[src/rtl/cla_iterative_divider_if.sv]
// Operand/result handshake bundle for the iterative divider.
interface cla_iterative_divider_if;
  logic        i_valid;
  logic        o_ready;
  logic [31:0] i_dividend;
  logic [31:0] i_divisor;
  logic        o_valid;
  logic        i_ready;
  logic [31:0] o_quotient;
  logic [31:0] o_remainder;
  logic        o_busy;

  // Upstream producer / downstream consumer side
  modport master (
    output i_valid, i_dividend, i_divisor, i_ready,
    input  o_ready, o_valid, o_quotient, o_remainder, o_busy
  );

  // Divider side
  modport slave (
    input  i_valid, i_dividend, i_divisor, i_ready,
    output o_ready, o_valid, o_quotient, o_remainder, o_busy
  );
endinterface

[src/rtl/cla_iterative_divider.sv]
// Unsigned 32-bit restoring divider, UNROLL quotient bits per cycle,
// built from chained 32-bit carry-lookahead trial subtractors.

// 32-bit carry-lookahead adder, 4-bit lookahead groups, no carry-out.
module cla (
  input  logic [31:0] a_i,
  input  logic [31:0] b_i,
  input  logic        cin_i,
  output logic [31:0] sum_o
);
  logic [31:0] g;
  logic [31:0] p;
  logic [31:0] c;
  logic        carry;
  logic        grp_g;
  logic        grp_p;

  // Group-level lookahead: each group's carry-in comes from the previous group's G/P
  always_comb begin
    g     = a_i & b_i;
    p     = a_i ^ b_i;
    c     = '0;
    carry = cin_i;
    grp_g = 1'b0;
    grp_p = 1'b0;
    for (int unsigned blk = 0; blk < 8; blk++) begin
      c[blk*4]     = carry;
      c[blk*4 + 1] = g[blk*4] | (p[blk*4] & carry);
      c[blk*4 + 2] = g[blk*4 + 1] | (p[blk*4 + 1] & g[blk*4])
                   | (p[blk*4 + 1] & p[blk*4] & carry);
      c[blk*4 + 3] = g[blk*4 + 2] | (p[blk*4 + 2] & g[blk*4 + 1])
                   | (p[blk*4 + 2] & p[blk*4 + 1] & g[blk*4])
                   | (p[blk*4 + 2] & p[blk*4 + 1] & p[blk*4] & carry);
      grp_g = g[blk*4 + 3] | (p[blk*4 + 3] & g[blk*4 + 2])
            | (p[blk*4 + 3] & p[blk*4 + 2] & g[blk*4 + 1])
            | (p[blk*4 + 3] & p[blk*4 + 2] & p[blk*4 + 1] & g[blk*4]);
      grp_p = &p[blk*4 +: 4];
      carry = grp_g | (grp_p & carry);
    end
    sum_o = p ^ c;
  end
endmodule

module cla_iterative_divider #(
  parameter int unsigned UNROLL = 1  // 1, 2 or 4
) (
  input logic                   clk,
  input logic                   rst,   // asynchronous, active-low
  cla_iterative_divider_if.slave bus
);
  localparam int unsigned STEPS = 32 / UNROLL;
  localparam int unsigned CW    = 6;

  localparam logic [1:0] IDLE = 2'd0;
  localparam logic [1:0] BUSY = 2'd1;
  localparam logic [1:0] DONE = 2'd2;

  logic [1:0]    state_q, state_d;
  logic [31:0]   rem_q, rem_d;
  logic [31:0]   sr_q, sr_d;
  logic [31:0]   dvs_q, dvs_d;
  logic [CW-1:0] cnt_q, cnt_d;
  logic [31:0]   quo_q, quo_d;
  logic [31:0]   remo_q, remo_d;
  logic          valid_q, valid_d;
  logic          ready_q, ready_d;
  logic          busy_q, busy_d;

  logic [31:0]   dvs_n;
  logic [31:0]   rem_step;
  logic [31:0]   sr_step;

  assign dvs_n = ~dvs_q;

  // Restoring steps chained combinationally; shift register holds dividend bits then quotient bits
  for (genvar k = 0; k < UNROLL; k++) begin : g_step
    logic [31:0] rem_in, sr_in, shifted, diff, rem_out, sr_out;
    logic        top, cout, accept;

    if (k == 0) begin : g_first
      assign rem_in = rem_q;
      assign sr_in  = sr_q;
    end else begin : g_next
      assign rem_in = g_step[k-1].rem_out;
      assign sr_in  = g_step[k-1].sr_out;
    end

    assign top     = rem_in[31];
    assign shifted = {rem_in[30:0], sr_in[31]};

    cla u_sub (
      .a_i   (shifted),
      .b_i   (dvs_n),
      .cin_i (1'b1),
      .sum_o (diff)
    );

    // Carry-out rebuilt from the MSBs: no borrow means shifted >= divisor
    assign cout    = (shifted[31] & dvs_n[31]) | ((shifted[31] ^ dvs_n[31]) & ~diff[31]);
    assign accept  = top | cout;
    assign rem_out = accept ? diff : shifted;
    assign sr_out  = {sr_in[30:0], accept};
  end

  assign rem_step = g_step[UNROLL-1].rem_out;
  assign sr_step  = g_step[UNROLL-1].sr_out;

  // State and datapath registers
  always_ff @(posedge clk or negedge rst) begin
    if (!rst) begin
      state_q <= IDLE;
      rem_q   <= '0;
      sr_q    <= '0;
      dvs_q   <= '0;
      cnt_q   <= '0;
      quo_q   <= '0;
      remo_q  <= '0;
      valid_q <= 1'b0;
      ready_q <= 1'b1;
      busy_q  <= 1'b0;
    end else begin
      state_q <= state_d;
      rem_q   <= rem_d;
      sr_q    <= sr_d;
      dvs_q   <= dvs_d;
      cnt_q   <= cnt_d;
      quo_q   <= quo_d;
      remo_q  <= remo_d;
      valid_q <= valid_d;
      ready_q <= ready_d;
      busy_q  <= busy_d;
    end
  end

  // Next-state and datapath update
  always_comb begin
    state_d = state_q;
    rem_d   = rem_q;
    sr_d    = sr_q;
    dvs_d   = dvs_q;
    cnt_d   = cnt_q;
    quo_d   = quo_q;
    remo_d  = remo_q;
    valid_d = valid_q;
    case (state_q)
      IDLE: begin
        if (bus.i_valid) begin
          dvs_d   = bus.i_divisor;
          sr_d    = bus.i_dividend;
          rem_d   = '0;
          cnt_d   = '0;
          state_d = BUSY;
        end
      end
      BUSY: begin
        rem_d = rem_step;
        sr_d  = sr_step;
        cnt_d = cnt_q + CW'(1);
        if (cnt_d == CW'(STEPS)) begin
          quo_d   = sr_step;
          remo_d  = rem_step;
          valid_d = 1'b1;
          state_d = DONE;
        end
      end
      DONE: begin
        if (bus.i_ready) begin
          valid_d = 1'b0;
          state_d = IDLE;
        end
      end
      default: state_d = IDLE;
    endcase
    ready_d = (state_d == IDLE);
    busy_d  = (state_d != IDLE);
  end

  assign bus.o_ready     = ready_q;
  assign bus.o_busy      = busy_q;
  assign bus.o_valid     = valid_q;
  assign bus.o_quotient  = quo_q;
  assign bus.o_remainder = remo_q;
endmodule
[src/flat_wrapper.sv]
// flat-port wrapper written by rule: the top's interface ports become plain ports
module cla_iterative_divider_flat 
#(
  parameter int unsigned UNROLL = 1              
)
  (clk, rst, bus_i_valid, bus_i_dividend, bus_i_divisor, bus_i_ready, bus_o_ready, bus_o_valid, bus_o_quotient, bus_o_remainder, bus_o_busy);
  cla_iterative_divider_if bus_i ();
  input logic clk;
  input logic rst;
  input wire logic [$bits(bus_i.i_valid)-1:0] bus_i_valid;
  input wire logic [$bits(bus_i.i_dividend)-1:0] bus_i_dividend;
  input wire logic [$bits(bus_i.i_divisor)-1:0] bus_i_divisor;
  input wire logic [$bits(bus_i.i_ready)-1:0] bus_i_ready;
  output wire logic [$bits(bus_i.o_ready)-1:0] bus_o_ready;
  output wire logic [$bits(bus_i.o_valid)-1:0] bus_o_valid;
  output wire logic [$bits(bus_i.o_quotient)-1:0] bus_o_quotient;
  output wire logic [$bits(bus_i.o_remainder)-1:0] bus_o_remainder;
  output wire logic [$bits(bus_i.o_busy)-1:0] bus_o_busy;
  assign bus_i.i_valid = bus_i_valid;
  assign bus_i.i_dividend = bus_i_dividend;
  assign bus_i.i_divisor = bus_i_divisor;
  assign bus_i.i_ready = bus_i_ready;
  assign bus_o_ready = bus_i.o_ready;
  assign bus_o_valid = bus_i.o_valid;
  assign bus_o_quotient = bus_i.o_quotient;
  assign bus_o_remainder = bus_i.o_remainder;
  assign bus_o_busy = bus_i.o_busy;
  cla_iterative_divider #(.UNROLL(UNROLL)) u_core (.clk(clk), .rst(rst), .bus(bus_i));
endmodule
[config.mk]
export PLATFORM = sky130hd
export DESIGN_NAME = cla_iterative_divider_flat
export DESIGN_NICKNAME = d
export VERILOG_FILES = /design/src/rtl/cla_iterative_divider_if.sv /design/src/rtl/cla_iterative_divider.sv /design/src/flat_wrapper.sv
export SDC_FILE = /design/constraint.sdc
export NUM_CORES = 1
export LEC_CHECK = 0
export BUFFER_PORTS_ARGS = -buffer_cell sky130_fd_sc_hd__buf_2
export CAP_MARGIN = 25
export CORE_ASPECT_RATIO = 1.25
export CORE_MARGIN = 5
export CORE_UTILIZATION = 57
export DETAILED_ROUTE_END_ITERATION = 8
export PLACE_DENSITY = 0.8
export SETUP_SLACK_MARGIN = 0.02
export SLEW_MARGIN = 20
export SYNTH_ARGS = -nofsm -noshare
export SYNTH_HDL_FRONTEND = slang
export SYNTH_HIERARCHICAL = 1
export SYNTH_SLANG_ARGS = --single-unit
[constraint.sdc]
create_clock -name clk -period 7.4 [get_ports clk]
set_input_delay 1.11 -clock clk [delete_from_list [all_inputs] [get_ports clk]]
set_output_delay 1.11 -clock clk [all_outputs]
set_load 0.01 [all_outputs]
* Word-level counts from Yosys, hierarchy flattened
Cells that the tools add are included.
** Storage, ports and cells
- ROM bits :: 0
- Memory bits (writable) :: 0
- Output and inout port bits :: 67
- Input port bits :: 68
- Memories kept :: 0
- Word-level logic and storage cells :: 243
- Latch bits :: 0
- Bits in registers :: 171
** Operators by class
- Order comparisons :: 0
- $mul :: 0
- Div/mod/pow operators :: 0
- Mux-type cells :: 14
- Equal/unequal tests :: 6
- Bitwise operators :: 196
- Shifts and indexed selects :: 0
- Reduce and logical (&&, ||, !) cells :: 16
- Add/subtract/negate cells :: 1
** Operator list (number)
- $pmux W32 S2 :: 2
- $and A1 B1 Y1 :: 112
- $mux W32 :: 3
- $or A1 B1 Y1 :: 78
- $xor A32 B32 Y32 :: 2
- $not A32 Y32 :: 1
- $and A31 B31 Y31 :: 1
- $reduce_and A4 Y1 :: 7
- $pmux W6 S2 :: 1
- $add A6 B1 Y6 const B :: 1
- $eq A6 B6 Y1 const B :: 1
- $mux W2 :: 3
- $mux W6 :: 1
- $pmux W2 S3 :: 1
- $reduce_and A2 Y1 :: 3
- $reduce_bool A2 Y1 :: 3
- $logic_not A2 Y1 :: 2
- $ne A2 B2 Y1 const B :: 2
- $reduce_and A3 Y1 :: 1
- $eq A2 B1 Y1 const B :: 1
- $eq A2 B2 Y1 const B :: 1
- $mux W1 :: 2
- $ne A2 B1 Y1 const B :: 1
- $pmux W1 S2 :: 1
- 2 further kinds :: 2

* Depth between registers and ports, before layout
- Depth after elaboration :: 28
- Gate-level depth with buffers :: 14
- Mapped depth without buffers :: 14

* Hierarchy
The synthesis kept the hierarchy.
** Modules (own cells, without submodules)
- cla_iterative_divider :: cells each 616, area an instance 7258.2 µm², times used 1, sequential area each 4280.4 µm²
- cla :: cells each 161, area an instance 1331.3 µm², times used 1, sequential area each 0.0 µm²

* Least setup slack after synthesis
OpenSTA, ideal clock, no wires.
- Path type :: register -> register
- Start :: register u_core.rem_q[14], in the netlist u_core/g_step[0].rem_in[14]
- End :: register u_core.remo_q[6], in the netlist u_core/bus.o_remainder[6]
- Buffers on the path :: 1
- Setup slack :: 3.945 ns
- Setup time :: 0.128 ns
- Clock period less this slack :: 3.455 ns
- Data arrival time :: 3.328 ns
- Stages on the path, launching flop included :: 14
- Path through :: dfrtp_1 -> ha_1 -> a21o_1 -> o21bai_1 -> a221o_1 -> o2bb2ai_2 -> o2111ai_2 -> a41oi_2 -> a21oi_2 -> xnor2_1 -> o21ai_1 -> buf_2 -> mux2_2 -> mux2_1
** On the way
- Cells in the longest elaborated chain, start to end :: 20
- Elaborated cells on any way between the ends :: 27
- Those cells by class :: mux (1); bitwise (25); reduce/logical (1)
** RTL lines
- start, declared :: RTL line cla_iterative_divider.sv:59 : logic [31:0] rem_q, rem_d;
- start signal, assigned :: RTL line cla_iterative_divider.sv:123 : rem_q <= rem_d;
- $xor A32 B32 Y32 :: RTL line cla_iterative_divider.sv:21 : p = a_i ^ b_i;
- $and A1 B1 Y1 (on tied branches) :: RTL line cla_iterative_divider.sv:34, cla_iterative_divider.sv:35, cla_iterative_divider.sv:36
- $or A1 B1 Y1, or another cell as far along :: RTL line cla_iterative_divider.sv:34 : grp_g = g[blk*4 + 3] | (p[blk*4 + 3] & g[blk*4 + 2])
- $or A1 B1 Y1 or $and A1 B1 Y1 (tied branches) :: RTL line cla_iterative_divider.sv:35, cla_iterative_divider.sv:36
- $or A1 B1 Y1 :: RTL line cla_iterative_divider.sv:36 : | (p[blk*4 + 3] & p[blk*4 + 2] & p[blk*4 + 1] & g[blk*4]);
- $or A1 B1 Y1 (*) :: RTL line cla_iterative_divider.sv:38 : carry = grp_g | (grp_p & carry);
- $and A1 B1 Y1 (*) :: RTL line cla_iterative_divider.sv:38
- $or A1 B1 Y1 (*) :: RTL line cla_iterative_divider.sv:38
- [... 5 more ...]
- $or A1 B1 Y1 (*) :: RTL line cla_iterative_divider.sv:33 : | (p[blk*4 + 2] & p[blk*4 + 1] & p[blk*4] & carry);
- $xor A32 B32 Y32 (*) :: RTL line cla_iterative_divider.sv:40 : sum_o = p ^ c;
- net u_core.g_step[0].diff[31] :: RTL line cla_iterative_divider.sv:77 : logic [31:0] rem_in, sr_in, shifted, diff, rem_out, sr_out;
- $not A1 Y1 (*) :: RTL line cla_iterative_divider.sv:99 : assign cout = (shifted[31] & dvs_n[31]) | ((shifted[31] ^ dvs_n[31]) & ~diff[31]);
- $and A1 B1 Y1 (*) :: RTL line cla_iterative_divider.sv:99
- $or A1 B1 Y1 (*) :: RTL line cla_iterative_divider.sv:99
- $or A1 B1 Y1 (*) :: RTL line cla_iterative_divider.sv:100 : assign accept = top | cout;
- $mux W32 (*) :: RTL line cla_iterative_divider.sv:101 : assign rem_out = accept ? diff : shifted;
- end signal, assigned :: RTL line cla_iterative_divider.sv:128 : remo_q <= remo_d;
- end, declared :: RTL line cla_iterative_divider.sv:64 : logic [31:0] remo_q, remo_d;
The timed path passes the listed nets; every way through them passes the cells marked *.
A chain may end at the register's enable or synchronous reset.

* Final worst setup path
- Start :: register u_core.sr_q[31], in the netlist u_core/g_step[0].sr_in[31]
- End :: register u_core.remo_q[17], in the netlist u_core/bus.o_remainder[17]
** On the way
- Cells in the longest elaborated chain, start to end :: 24
- Elaborated cells on any way between the ends :: 28
- Those cells by class :: mux (1); bitwise (26); reduce/logical (1)
** RTL lines
- start, declared :: RTL line cla_iterative_divider.sv:60 : logic [31:0] sr_q, sr_d;
- start signal, assigned :: RTL line cla_iterative_divider.sv:124 : sr_q <= sr_d;
- $and A31 B31 Y31 :: RTL line cla_iterative_divider.sv:20 : g = a_i & b_i;
- $and A1 B1 Y1 :: RTL line cla_iterative_divider.sv:36
- $or A1 B1 Y1 :: RTL line cla_iterative_divider.sv:36
- $or A1 B1 Y1 (*) :: RTL line cla_iterative_divider.sv:38
- $and A1 B1 Y1 (*) :: RTL line cla_iterative_divider.sv:38
- $or A1 B1 Y1 (*) :: RTL line cla_iterative_divider.sv:38
- $and A1 B1 Y1 (*) :: RTL line cla_iterative_divider.sv:38
- $or A1 B1 Y1 (*) :: RTL line cla_iterative_divider.sv:38
- [... 9 more ...]
- $or A1 B1 Y1 (*) :: RTL line cla_iterative_divider.sv:33
- $xor A32 B32 Y32 (*) :: RTL line cla_iterative_divider.sv:40
- net u_core.g_step[0].diff[31] :: RTL line cla_iterative_divider.sv:77
- $not A1 Y1 (*) :: RTL line cla_iterative_divider.sv:99
- $and A1 B1 Y1 (*) :: RTL line cla_iterative_divider.sv:99
- $or A1 B1 Y1 (*) :: RTL line cla_iterative_divider.sv:99
- $or A1 B1 Y1 (*) :: RTL line cla_iterative_divider.sv:100
- $mux W32 (*) :: RTL line cla_iterative_divider.sv:101
Marked as above.

==> impl_metrics.json <==
{
  "status": "completed",
  "netlist.area_leader.share": 0.495,
  "htreeDepth": 4,
  "ys.flop_type": "dfrtp_1",
  "intPower_w": 0.00339,
  "hpwl_um": 12400,
  "period_share": 0.543,
  "wl_per_cell_um": 16.8,
  "arrival_ps": 4310,
  "finalNonFillerCells": 1093,
  "grt_usage": 0.220,
  "rr_startpoint": "u_core/g_step[0].sr_in[31]",
  "yosysTopAreaCell": "dfrtp_1",
  "synth_area_leaders": "dfrtp_1, mux2_1, nand2_1",
  "ios": 135,
  "die_h_um": 147,
  "crit_path_cell_trace": "ha_1 -> a21oi_1 -> nor2_1 -> o311ai_1 -> a21oi_2 -> o2111ai_2 -> a41oi_2 -> a21oi_2 -> xnor2_1 -> o21ai_4 -> buf_16 -> mux2_2 -> mux2_1",
  "synthArstFlopShare": 1.00,
  "synth_seq_cells": 171,
  "synth_area_um2": 8590,
  "overflow": 0,
  "clk_pin_slew_ps": 70,
  "worstSetupStartpointType": "flip-flop",
  "vias_per_cell": 5.54,
  "cts_setup_buffers": 0,
  "antenna_cells": 0,
  "core_area_um2": 14900,
  "critPathCapture": "u_core/bus.o_remainder[17]",
  "tightest_slew_ps": 938,
  "rsz0062_at_grt": "no",
  "cp-end-kind": "flip-flop",
  "power_leakage_nw": 4.34,
  "finClkSkew_ps": 9.94,
  "crit_path_top_delay_cell": "o311ai_1",
  "synth_warnings": 6,
  "final_util": 0.675,
  "fin_hold_ws_ps": 479,
  "synth_edf_count": 0,
  "layout_min_cycle_time_ps": 4020,
  "drive_gt1_frac": 0.239,
  "setup_viol": 0,
  "combinationalPowerShare": 0.531,
  "cts-root-buf": "clkbuf_16",
  "die-area_um2": 17600,
  "grt_pass1_vias": 6334,
  "numCtsBuffers": 17,
  "worst_r2r_endpoint": "u_core/bus.o_remainder[17]",
  "placementRows": 50,
  "gp_congestion": 0.839,
  "cts.sinks": 171,
  "vias": 6055,
  "firstDrtPassIters": 4,
  "maxSlewViolCount": 0,
  "critical_path_class": "reg -> reg",
  "ant_nets": 0,
  "cpPeakStageDelay_ps": 570,
  "cts_tree": "done",
  "dp_cells": 1061,
  "hold_viol_final": 0,
  "holdBufCountCts": 0,
  "switching_share": 0.389,
  "hold_class": "reg -> reg",
  "initial_core_util": 0.577,
  "startpoint": "u_core/g_step[0].sr_in[31]",
  "maxSlewHeadroom": 0.373,
  "cp_max_fo": 18,
  "wl_um": 18400,
  "ctsLongestPathBuffers": 2,
  "grt_pass1_wl_um": 31400,
  "drc_errors": 0,
  "syn_inst": 777,
  "drtIter0Drc": 342,
  "clk_latency_ps": 420,
  "max-vdd-ir-drop_uv": 259,
  "timing.fmax_mhz": 249,
  "cts_resized": 0,
  "min_from": "u_core/bus.o_remainder[12]",
  "r2r_slack_ps": 3380,
  "p_per_area_nw_per_um2": 552,
  "p_sw_w": 0.00216,
  "fin_nets": 1007,
  "fin_tns_setup_ps": 0,
  "grt_max_degree": 124,
  "yosysSeqAreaShare": 0.498,
  "synth_cell_type_count": 56,
  "syn-mean-instance-area_um2": 11.1,
  "max_cap_viol_count": 0,
  "rr_worst_depth": 13,
  "grt_antenna_before_repair": 1,
  "syn_to_final_growth_pct": 16.9,
  "io_buffers": 134,
  "path_common_cell": "a21oi_2",
  "required_ps": 7700,
  "seq_power_share": 0.302,
  "dieWidth_um": 120,
  "p_clk_frac": 0.168
}
==> Yosys cell counts, drive strengths merged, types with 3 or more instances <==
master and n:
or2 3, a21o 4, a21oi 20, mux2 92, xnor2 11, nand3 6
nand2b 6, nand2 114, nor3 5, nor2b 5, buf 24, ha 33
o21bai 5, o22ai 3, inv 50, dfrtp 170, mux2i 35, fa 8
o2bb2ai 31, nor2 18, xor2 12, o21ai 78, clkbuf 16
==> how the worst min path moves through the flow <==
stage | endpoint | slack (ps) | cells past startpoint
after global routing | u_core/bus.o_quotient[25] | 500 | 1
after floorplan | u_core/g_step[0].sr_in[18] | 470 | 2
final | u_core/bus.o_remainder[12] | 480 | 1
after detailed placement | u_core/bus.o_quotient[3] | 470 | 1
after global placement | u_core/bus.o_quotient[24] | 460 | 1
after CTS | u_core/bus.o_quotient[25] | 480 | 1
==> worst max-delay path, delay by kind of cell (launching register included) <==
| kind | cells | cell delay (ps) |
|---|---|---|
| muxes | 2 | 670 |
| AOI/OAI and AO/OA | 7 | 2050 |
| DFF | 1 | 410 |
| and+or+nand+nor | 1 | 100 |
| xor gates and xnor gates | 1 | 130 |
| adders and majority gates | 1 | 300 |
| buffers and inverters | 1 | 240 |
==> cell usage in the layout (no fill, tap or decap), types with 4 or more instances in the layout <==
cell type  instances
buf_2            133
o2bb2ai_1         30
inv_1             50
nor2b_1            4
o21bai_1           5
o21ai_0           66
nand2b_1           6
a21oi_1           17
nor3_1             4
dfrtp_1          170
ha_1              33
mux2_2            30
clkbuf_16         17
buf_4              4
nor2_1            18
xor2_1            12
mux2i_1           35
a21o_1             4
o21ai_1           11
nand2_1          114
fa_1               8
xnor2_1           11
nand3_1            5
mux2_1            62
==> logic make-up after synthesis <==
logic type,count (synthesis),synth area share
flip-flops,171,0.498
AND/OR/NAND/NOR,168,0.0843
AO/OA/AOI/OAI,156,0.119
multiplexers,127,0.161
buffers and inverters,90,0.0463
adder cells (fa/ha/maj),41,0.0667
XOR/XNOR,23,0.0235
other,1,0.000437
==> layer usage <==
layer / wire, µm / vias to the layer above / global-route usage
li1: - / 2919 / -
met1: 7810 / 2968 / 0.284
met2: 9180 / 142 / 0.365
met3: 1070 / 24 / 0.0574
met4: 309 / 2 / 0.0682
met5: 13 / - / 0
==> flip-flops by register name, summed over array words and instances, names as in the netlist, 2 cells and up <==
name	flops
u_core/bus.o_quotient	32
u_core/bus.o_remainder	32
u_core/cnt_q	6
u_core/dvs_q	32
u_core/g_step.rem_in	32
u_core/g_step.sr_in	32
u_core/state_q	2
==> through the flow <==
stage	setup WS (ps)	cell area, µm²	total power [W]
finish	3380	10000	0.00555
global route	3100	10000	0.00602
CTS	3360	10000	0.00559
detailed placement	3370	9420	0.00461
global placement	3210	9370	0.00447
floorplan	3940	8590	0.00384
==> layout make-up <==
| type | count | area [µm²] |
|---|---|---|
| clock buffer | 19 | 453 |
| clock inverter | 13 | 166 |
| fill | 1149 | 4840 |
| inverter | 50 | 188 |
| multi-input combinational | 517 | 3950 |
| sequential | 171 | 4280 |
| tap | 182 | 228 |
| timing repair buffer | 141 | 785 |
==> power groups by stage <==
stage / logic (W) / registers [W] / clock network, W
2_1_floorplan: 0.00216 / 0.00169 / 0
3_3_place_gp: 0.00279 / 0.00168 / 0
3_5_place_dp: 0.00292 / 0.00169 / 0
4_1_cts: 0.00296 / 0.00168 / 0.000947
5_1_grt: 0.00330 / 0.00174 / 0.000988
6_report: 0.00294 / 0.00167 / 0.000929
(Power assumes the default switching activity.)
